**src/rtl/seg_scan_driver_pkg.sv**
```systemverilog
// seg_pkg: shared definitions for the multiplexed 7-segment scan driver.
//   SEG_OFF      - logical (active-high) glyph with every segment dark
//   SEG_0..SEG_F - active-high hex glyphs, bit6 = a .. bit0 = g
//   state_e      - scan controller states
package seg_pkg;

    localparam logic [6:0] SEG_OFF = 7'h00;

    localparam logic [6:0] SEG_0 = 7'h7E;
    localparam logic [6:0] SEG_1 = 7'h30;
    localparam logic [6:0] SEG_2 = 7'h6D;
    localparam logic [6:0] SEG_3 = 7'h79;
    localparam logic [6:0] SEG_4 = 7'h33;
    localparam logic [6:0] SEG_5 = 7'h5B;
    localparam logic [6:0] SEG_6 = 7'h5F;
    localparam logic [6:0] SEG_7 = 7'h70;
    localparam logic [6:0] SEG_8 = 7'h7F;
    localparam logic [6:0] SEG_9 = 7'h7B;
    localparam logic [6:0] SEG_A = 7'h77;
    localparam logic [6:0] SEG_B = 7'h1F;
    localparam logic [6:0] SEG_C = 7'h4E;
    localparam logic [6:0] SEG_D = 7'h3D;
    localparam logic [6:0] SEG_E = 7'h4F;
    localparam logic [6:0] SEG_F = 7'h47;

    typedef enum logic [0:0] {
        IDLE = 1'b0,
        SCAN = 1'b1
    } state_e;

endpackage

```
**src/rtl/seg_scan_driver_hex_seg_decode.sv**
```systemverilog
// hex_seg_decode: combinational nibble to 7-segment glyph, active-high.
//   nibble - 4-bit hex digit
//   glyph  - segments a..g on bits 6..0, 1 = lit
module hex_seg_decode
    import seg_pkg::*;
(
    input  logic [3:0] nibble,
    output logic [6:0] glyph
);

    // Hex glyph lookup.
    always_comb begin
        case (nibble)
            4'h0:    glyph = SEG_0;
            4'h1:    glyph = SEG_1;
            4'h2:    glyph = SEG_2;
            4'h3:    glyph = SEG_3;
            4'h4:    glyph = SEG_4;
            4'h5:    glyph = SEG_5;
            4'h6:    glyph = SEG_6;
            4'h7:    glyph = SEG_7;
            4'h8:    glyph = SEG_8;
            4'h9:    glyph = SEG_9;
            4'hA:    glyph = SEG_A;
            4'hB:    glyph = SEG_B;
            4'hC:    glyph = SEG_C;
            4'hD:    glyph = SEG_D;
            4'hE:    glyph = SEG_E;
            4'hF:    glyph = SEG_F;
            default: glyph = SEG_OFF;
        endcase
    end

endmodule

```
**src/rtl/seg_scan_driver.sv**
```systemverilog
// seg_scan_driver: time-multiplexed multi-digit 7-segment display driver.
//   clk, reset         - clock, asynchronous active-high reset
//   enable             - 1 = scan digits, 0 = display dark
//   load               - strobe capturing value/dp_in/blank_in into pending regs
//   value              - packed nibbles, digit 0 in bits [3:0]
//   dp_in, blank_in    - per-digit decimal point (1 = lit) and force-dark
//   seg, dp            - shared segment/decimal-point pins (polarity per SEG_ACTIVE_LOW)
//   an                 - one-hot digit enables (polarity per AN_ACTIVE_LOW)
//   frame_done         - one-cycle pulse when the last digit slot ends
// Display data is double-buffered: load writes the pending copy, and the
// shadow copy being shown is refreshed only at frame wrap or scan start.
module seg_scan_driver
    import seg_pkg::*;
#(
    parameter int NUM_DIGITS     = 4,
    parameter int SCAN_DIV       = 50000,
    parameter int SEG_ACTIVE_LOW = 1,
    parameter int AN_ACTIVE_LOW  = 1,
    parameter int LZ_BLANK       = 0
) (
    input  logic                      clk,
    input  logic                      reset,
    input  logic                      enable,
    input  logic                      load,
    input  logic [4*NUM_DIGITS-1:0]   value,
    input  logic [NUM_DIGITS-1:0]     dp_in,
    input  logic [NUM_DIGITS-1:0]     blank_in,
    output logic [6:0]                seg,
    output logic                      dp,
    output logic [NUM_DIGITS-1:0]     an,
    output logic                      frame_done
);

    localparam int IDX_W = (NUM_DIGITS > 1) ? $clog2(NUM_DIGITS) : 1;
    localparam int CNT_W = $clog2(SCAN_DIV);

    localparam logic [6:0]            SEG_OFF_PIN = (SEG_ACTIVE_LOW != 0) ? ~SEG_OFF : SEG_OFF;
    localparam logic                  DP_OFF_PIN  = (SEG_ACTIVE_LOW != 0) ? 1'b1 : 1'b0;
    localparam logic [NUM_DIGITS-1:0] AN_OFF_PIN  = (AN_ACTIVE_LOW != 0) ? '1 : '0;

    state_e                    state_q, state_d;
    logic [CNT_W-1:0]          cnt_q, cnt_d;
    logic [IDX_W-1:0]          idx_q, idx_d;
    logic [4*NUM_DIGITS-1:0]   pend_val_q, pend_val_d;
    logic [NUM_DIGITS-1:0]     pend_dp_q, pend_dp_d;
    logic [NUM_DIGITS-1:0]     pend_blank_q, pend_blank_d;
    logic [4*NUM_DIGITS-1:0]   shad_val_q, shad_val_d;
    logic [NUM_DIGITS-1:0]     shad_dp_q, shad_dp_d;
    logic [NUM_DIGITS-1:0]     shad_blank_q, shad_blank_d;
    logic [6:0]                seg_q, seg_d;
    logic                      dp_q, dp_d;
    logic [NUM_DIGITS-1:0]     an_q, an_d;
    logic                      frame_done_q, frame_done_d;

    logic [3:0]                nibble_s;
    logic [6:0]                glyph_s;
    logic                      sel_dp_s;
    logic                      sel_blank_s;
    logic                      upper_zero_s;
    logic [NUM_DIGITS-1:0]     onehot_s;
    logic                      dark_s;
    logic [6:0]                seg_logic_s;
    logic                      dp_logic_s;

    hex_seg_decode u_decode (
        .nibble (nibble_s),
        .glyph  (glyph_s)
    );

    // Select the current digit's shadow data and detect an all-zero upper run
    // (this digit and every more-significant one) for leading-zero blanking.
    always_comb begin
        nibble_s     = 4'h0;
        sel_dp_s     = 1'b0;
        sel_blank_s  = 1'b0;
        upper_zero_s = 1'b1;
        onehot_s     = '0;
        for (int j = 0; j < NUM_DIGITS; j++) begin
            if (idx_q == IDX_W'(j)) begin
                nibble_s    = shad_val_q[4*j +: 4];
                sel_dp_s    = shad_dp_q[j];
                sel_blank_s = shad_blank_q[j];
                onehot_s[j] = 1'b1;
            end else begin
                onehot_s[j] = 1'b0;
            end
            upper_zero_s = upper_zero_s &
                           ((j < int'(idx_q)) || (shad_val_q[4*j +: 4] == 4'h0));
        end
        dark_s      = sel_blank_s ||
                      ((LZ_BLANK != 0) && (idx_q != IDX_W'(0)) && upper_zero_s);
        seg_logic_s = dark_s ? SEG_OFF : glyph_s;
        // Decimal point ignores leading-zero blanking; only blank_in kills it.
        dp_logic_s  = sel_blank_s ? 1'b0 : sel_dp_s;
    end

    // Scan FSM, prescaler, digit index, buffer updates and output-pin values.
    always_comb begin
        state_d      = state_q;
        cnt_d        = cnt_q;
        idx_d        = idx_q;
        // Pending copy is always the bypass source for shadow updates, so a
        // load landing on a wrap edge is displayed in the very next frame.
        pend_val_d   = load ? value    : pend_val_q;
        pend_dp_d    = load ? dp_in    : pend_dp_q;
        pend_blank_d = load ? blank_in : pend_blank_q;
        shad_val_d   = shad_val_q;
        shad_dp_d    = shad_dp_q;
        shad_blank_d = shad_blank_q;
        frame_done_d = 1'b0;
        seg_d        = SEG_OFF_PIN;
        dp_d         = DP_OFF_PIN;
        an_d         = AN_OFF_PIN;
        case (state_q)
            IDLE: begin
                cnt_d = '0;
                idx_d = '0;
                if (enable) begin
                    state_d      = SCAN;
                    shad_val_d   = pend_val_d;
                    shad_dp_d    = pend_dp_d;
                    shad_blank_d = pend_blank_d;
                end else begin
                    state_d = IDLE;
                end
            end
            SCAN: begin
                if (!enable) begin
                    state_d = IDLE;
                    cnt_d   = '0;
                    idx_d   = '0;
                end else begin
                    seg_d = (SEG_ACTIVE_LOW != 0) ? ~seg_logic_s : seg_logic_s;
                    dp_d  = (SEG_ACTIVE_LOW != 0) ? ~dp_logic_s  : dp_logic_s;
                    an_d  = (AN_ACTIVE_LOW != 0)  ? ~onehot_s    : onehot_s;
                    if (cnt_q == CNT_W'(SCAN_DIV - 1)) begin
                        cnt_d = '0;
                        if (idx_q == IDX_W'(NUM_DIGITS - 1)) begin
                            idx_d        = '0;
                            frame_done_d = 1'b1;
                            shad_val_d   = pend_val_d;
                            shad_dp_d    = pend_dp_d;
                            shad_blank_d = pend_blank_d;
                        end else begin
                            idx_d = idx_q + IDX_W'(1);
                        end
                    end else begin
                        cnt_d = cnt_q + CNT_W'(1);
                    end
                end
            end
            default: begin
                state_d = IDLE;
                cnt_d   = '0;
                idx_d   = '0;
            end
        endcase
    end

    // State and output registers with asynchronous reset to the dark display.
    always_ff @(posedge clk or posedge reset) begin
        if (reset) begin
            state_q      <= IDLE;
            cnt_q        <= '0;
            idx_q        <= '0;
            pend_val_q   <= '0;
            pend_dp_q    <= '0;
            pend_blank_q <= '0;
            shad_val_q   <= '0;
            shad_dp_q    <= '0;
            shad_blank_q <= '0;
            seg_q        <= SEG_OFF_PIN;
            dp_q         <= DP_OFF_PIN;
            an_q         <= AN_OFF_PIN;
            frame_done_q <= 1'b0;
        end else begin
            state_q      <= state_d;
            cnt_q        <= cnt_d;
            idx_q        <= idx_d;
            pend_val_q   <= pend_val_d;
            pend_dp_q    <= pend_dp_d;
            pend_blank_q <= pend_blank_d;
            shad_val_q   <= shad_val_d;
            shad_dp_q    <= shad_dp_d;
            shad_blank_q <= shad_blank_d;
            seg_q        <= seg_d;
            dp_q         <= dp_d;
            an_q         <= an_d;
            frame_done_q <= frame_done_d;
        end
    end

    assign seg        = seg_q;
    assign dp         = dp_q;
    assign an         = an_q;
    assign frame_done = frame_done_q;

endmodule

```
**config.mk**
```make
export PLATFORM = sky130hd
export DESIGN_NAME = seg_scan_driver
export DESIGN_NICKNAME = d
export VERILOG_FILES = /design/src/rtl/seg_scan_driver_pkg.sv /design/src/rtl/seg_scan_driver_hex_seg_decode.sv /design/src/rtl/seg_scan_driver.sv
export SDC_FILE = /design/constraint.sdc
export NUM_CORES = 1
export LEC_CHECK = 0
export ABC_AREA = 0
export CAP_MARGIN = 20
export CORE_ASPECT_RATIO = 0.6
export CORE_MARGIN = 5
export CORE_UTILIZATION = 58
export CTS_BUF_LIST = sky130_fd_sc_hd__clkbuf_4
export DETAILED_ROUTE_END_ITERATION = 7
export GPL_TIMING_DRIVEN = 0
export PLACE_DENSITY = 0.88
export SLEW_MARGIN = 25
export SYNTH_ARGS = -nofsm -noshare
export SYNTH_HDL_FRONTEND = slang
export SYNTH_SLANG_ARGS = --single-unit
```
**constraint.sdc**
```tcl
create_clock -name clk -period 3.25 [get_ports clk]
set_clock_uncertainty 0.1 [all_clocks]
set_input_delay 0.4875 -clock clk [delete_from_list [all_inputs] [get_ports clk]]
set_output_delay 0.4875 -clock clk [all_outputs]
set_load 0.01 [all_outputs]
```
==> qor.yml <==
sta:
  fmax_mhz: 361.6
  drv_slew: 0
  hold_viol_final: 0
  worst_pin_slew_ps: 696.2
  slew_headroom_pct: 53.59
  fin_ws_ps: 484.8
  fin_crit_sh_pct: 85.08
  setup_viol: 0
  period_minus_slack_ps: 2765
  rsz0062_at_grt: "false"
drt:
  wl_per_cell_um: 16.93
  drtAntennaViolNets: 0
  via_per_inst: 5.475
  drt-initial-drc-count: 132
  wl_um: 7195
  dr.pass1.iters: 4
  route.detailed.drc: 0
  via_count: 2327
cts:
  cts.reportedPaths.clkPinSlew_ps: 130
  htree_levels: 3
  root_buffer: "clkbuf_4"
  clock_latency_ps: 440
  cts_max_path_buffers: 2
  tritoncts: "done"
  postCtsHoldBufs: 0
  clock_sinks: 80
  cts-buffers-inserted: 9
  cts_resized: 0
  cts_setup_buffers: 0
setup_path:
  path_max_fanout: 10
  crit_buf_inv: 3
  crit_family: "buffers and inverters"
  cp.arrival_ps: 2990
  path_class: "reg -> reg"
  endpoint_kind: "flop"
  cp.required_ps: 3470
  cpMaxStageDelayCell: "dfrtp_1"
  crit_chain: "ha_1 > clkbuf_1 > clkbuf_1 > o21ai_0 > a21bo_2 > inv_1 > ha_1 > nor2b_1 > a21oi_1 > o221ai_1"
  crit_path_start_kind: "flop"
  slowest_delay_ps: 450
synthesis:
  synthMuxAreaShare_pct: 17.55
  synth_top_family_by_area: "multiplexers"
  ys_seq_area_share_pct: 54.29
  synth.area.top_cells: "dfrtp_1 46%, dfstp_2 8.5%, mux2_4 7.7%, mux2_2 7.3%, ha_1 3.7%"
  synthSimpleGateAreaFrac_pct: 11.96
  ys_ff_latch: 80
  yosys.cell_types.count: 49
  synth-xor-area-share_pct: 2.829
  yosysWarningCount: 0
  synth_edf_count: 0
  synth_nets: 324
  syn_area_um2: 3715
  synthFlopType: "dfrtp_1"
  synth.top_cell.area_share_pct: 45.81
  async_flop_share_pct: 100.0
  yosysTopAreaCell: "dfrtp_1"
  synth.most_common_cell: "dfrtp_1"
  avgSynthCellArea_um2: 13.03
  synth_compound_area_share_pct: 6.063
  synthAdderAreaFrac_pct: 3.705
  synth_cells: 285
  synthTopCellsByCount: "68 x dfrtp_1, 24 x mux2_2, 20 x nand2_1"
global_routing:
  grt_max_degree: 45
  grt_pass1_wl_um: 11760
  track_usage_pct: 19.06
  grt_antenna_before_repair: 0
  grt_pass1_vias: 2332
  grtUsageMet3_pct: 7.417
  met2_usage_pct: 26.57
  grt-ovfl-total: 0
  grt_busiest_layer: "met1"
  grt_use_met1_pct: 26.92
power_and_ir_drop:
  internal_power_mw: 1.630
  p_comb_share_pct: 17.1
  power.share.sequential_pct: 53.1
  clock_power_share_pct: 29.8
  swShare_pct: 24.59
  switchingPower_mw: 0.5313
  vdd_drop_max_mv: 0.3264
  leakagePower_nw: 1.897
  p_total_mw: 2.161
  power_density_nw_per_um2: 492.5
worst_hold_path:
  min_path_type: "in -> async"
layout:
  seqCellArea_um2: 2017
  n_fill_cell: 421
  multi_input_area_um2: 1564
  utilization_pct: 71.16
  drive_gt1_share_pct: 25.22
  diodes: 0
  area.growth.synth_to_final_pct: 18.12
  nets: 375
floorplan:
  die_y_um: 71.99
  io_pins: 41
  core_area_um2: 6166
  dieArea_um2: 8158
  core.rowCount: 22
  start_util_pct: 60.25
  die_x_um: 113.3
place:
  portBuffers: 39
  hpwl_um: 5202
  place_congestion: 0.8458
  place_ws_ps: 537.2
status:
  outcome: "completed"
job:
  maxCapViolations: 0
## registers in the layout, summed over array words and instances (netlist names), 7 cells and up
name / count
cnt_q: 16
pend_val_q: 16
seg: 7
shad_val_q: 16
## power by group through the flow
stage                     registers (mW)  logic [mW]  clock network (mW)
after CTS                           1.15       0.373               0.659
final                               1.15       0.370               0.644
after global placement              1.16       0.352                   0
after detailed placement            1.17       0.370                   0
after global routing                1.16       0.408               0.693
after floorplan                     1.16       0.259                   0
## cells in the final DEF, fill, tap and decap left out, types with 5 or more instances in the layout
| master | Yosys | routed |
|---|---|---|
| inv_1 | 10 | 9 |
| clkbuf_4 | 0 | 11 |
| mux2_2 | 24 | 24 |
| nor2_1 | 18 | 18 |
| clkbuf_1 | 6 | 6 |
| mux2_4 | 19 | 19 |
| clkdlybuf4s50_1 | 0 | 39 |
| xor2_1 | 8 | 8 |
| nand2_1 | 20 | 20 |
| dfrtp_1 | 68 | 68 |
| dfstp_2 | 12 | 12 |
| ha_1 | 11 | 11 |
| nor2b_1 | 6 | 6 |
| nand3_1 | 8 | 8 |
| a21oi_1 | 8 | 8 |
| mux2_1 | 5 | 5 |
## through the flow
| step | setup TNS, ps | hold WS, ps | cells | area, µm² |
|---|---|---|---|---|
| 2_1_floorplan | 0 | 358.5 | 285 | 3715 |
| 3_3_place_gp | -35600 | 369.4 | 408 | 4210 |
| 3_5_place_dp | 0 | 384.2 | 409 | 4233 |
| 4_1_cts | 0 | 329.3 | 425 | 4388 |
| 5_1_grt | 0 | 368.6 | 425 | 4388 |
| 6_report | 0 | 340.6 | 425 | 4388 |
## final timing paths
| kind | from | endpoint | slack [ps] | depth (start not counted) |
|---|---|---|---|---|
| max | idx_q[0] | seg[1] | 480 | 10 |
| min | reset | cnt_q[8] | 340 | 2 |
| max reg2reg | idx_q[0] | seg[1] | 480 | 10 |
| min reg2reg | pend_blank_q[1] | pend_blank_q[1] | 410 | 1 |
| max in group asynchronous | reset | seg[3] | 2060 | 3 |
| min in group clk | load | pend_val_q[15] | 410 | 2 |
## layout make-up
cell class / count / share of cell area (%)
Clock inverter: 5 / 1.654
Inverter: 11 / 0.9980
Clock buffer: 11 / 1.882
Timing Repair Buffer: 40 / 9.353
Tap cell: 84 / 2.395
Sequential cell: 80 / 45.97
Buffer: 12 / 2.110
Multi-Input combinational cell: 182 / 35.64
## kinds of logic after synthesis
family                     Yosys count
AOI/OAI and AO/OA                   30
xor gates and xnor gates            12
adders and majority gates           11
buffers and inverters               23
DFF                                 80
muxes                               52
and+or+nand+nor                     77
## routing by layer
layer	up-vias	wire, µm
li1	1101	-
met1	1134	3478
met2	78	3066
met3	14	516
met4	0	134
met5	-	0
Note: power is estimated with default switching activity, not from simulation.
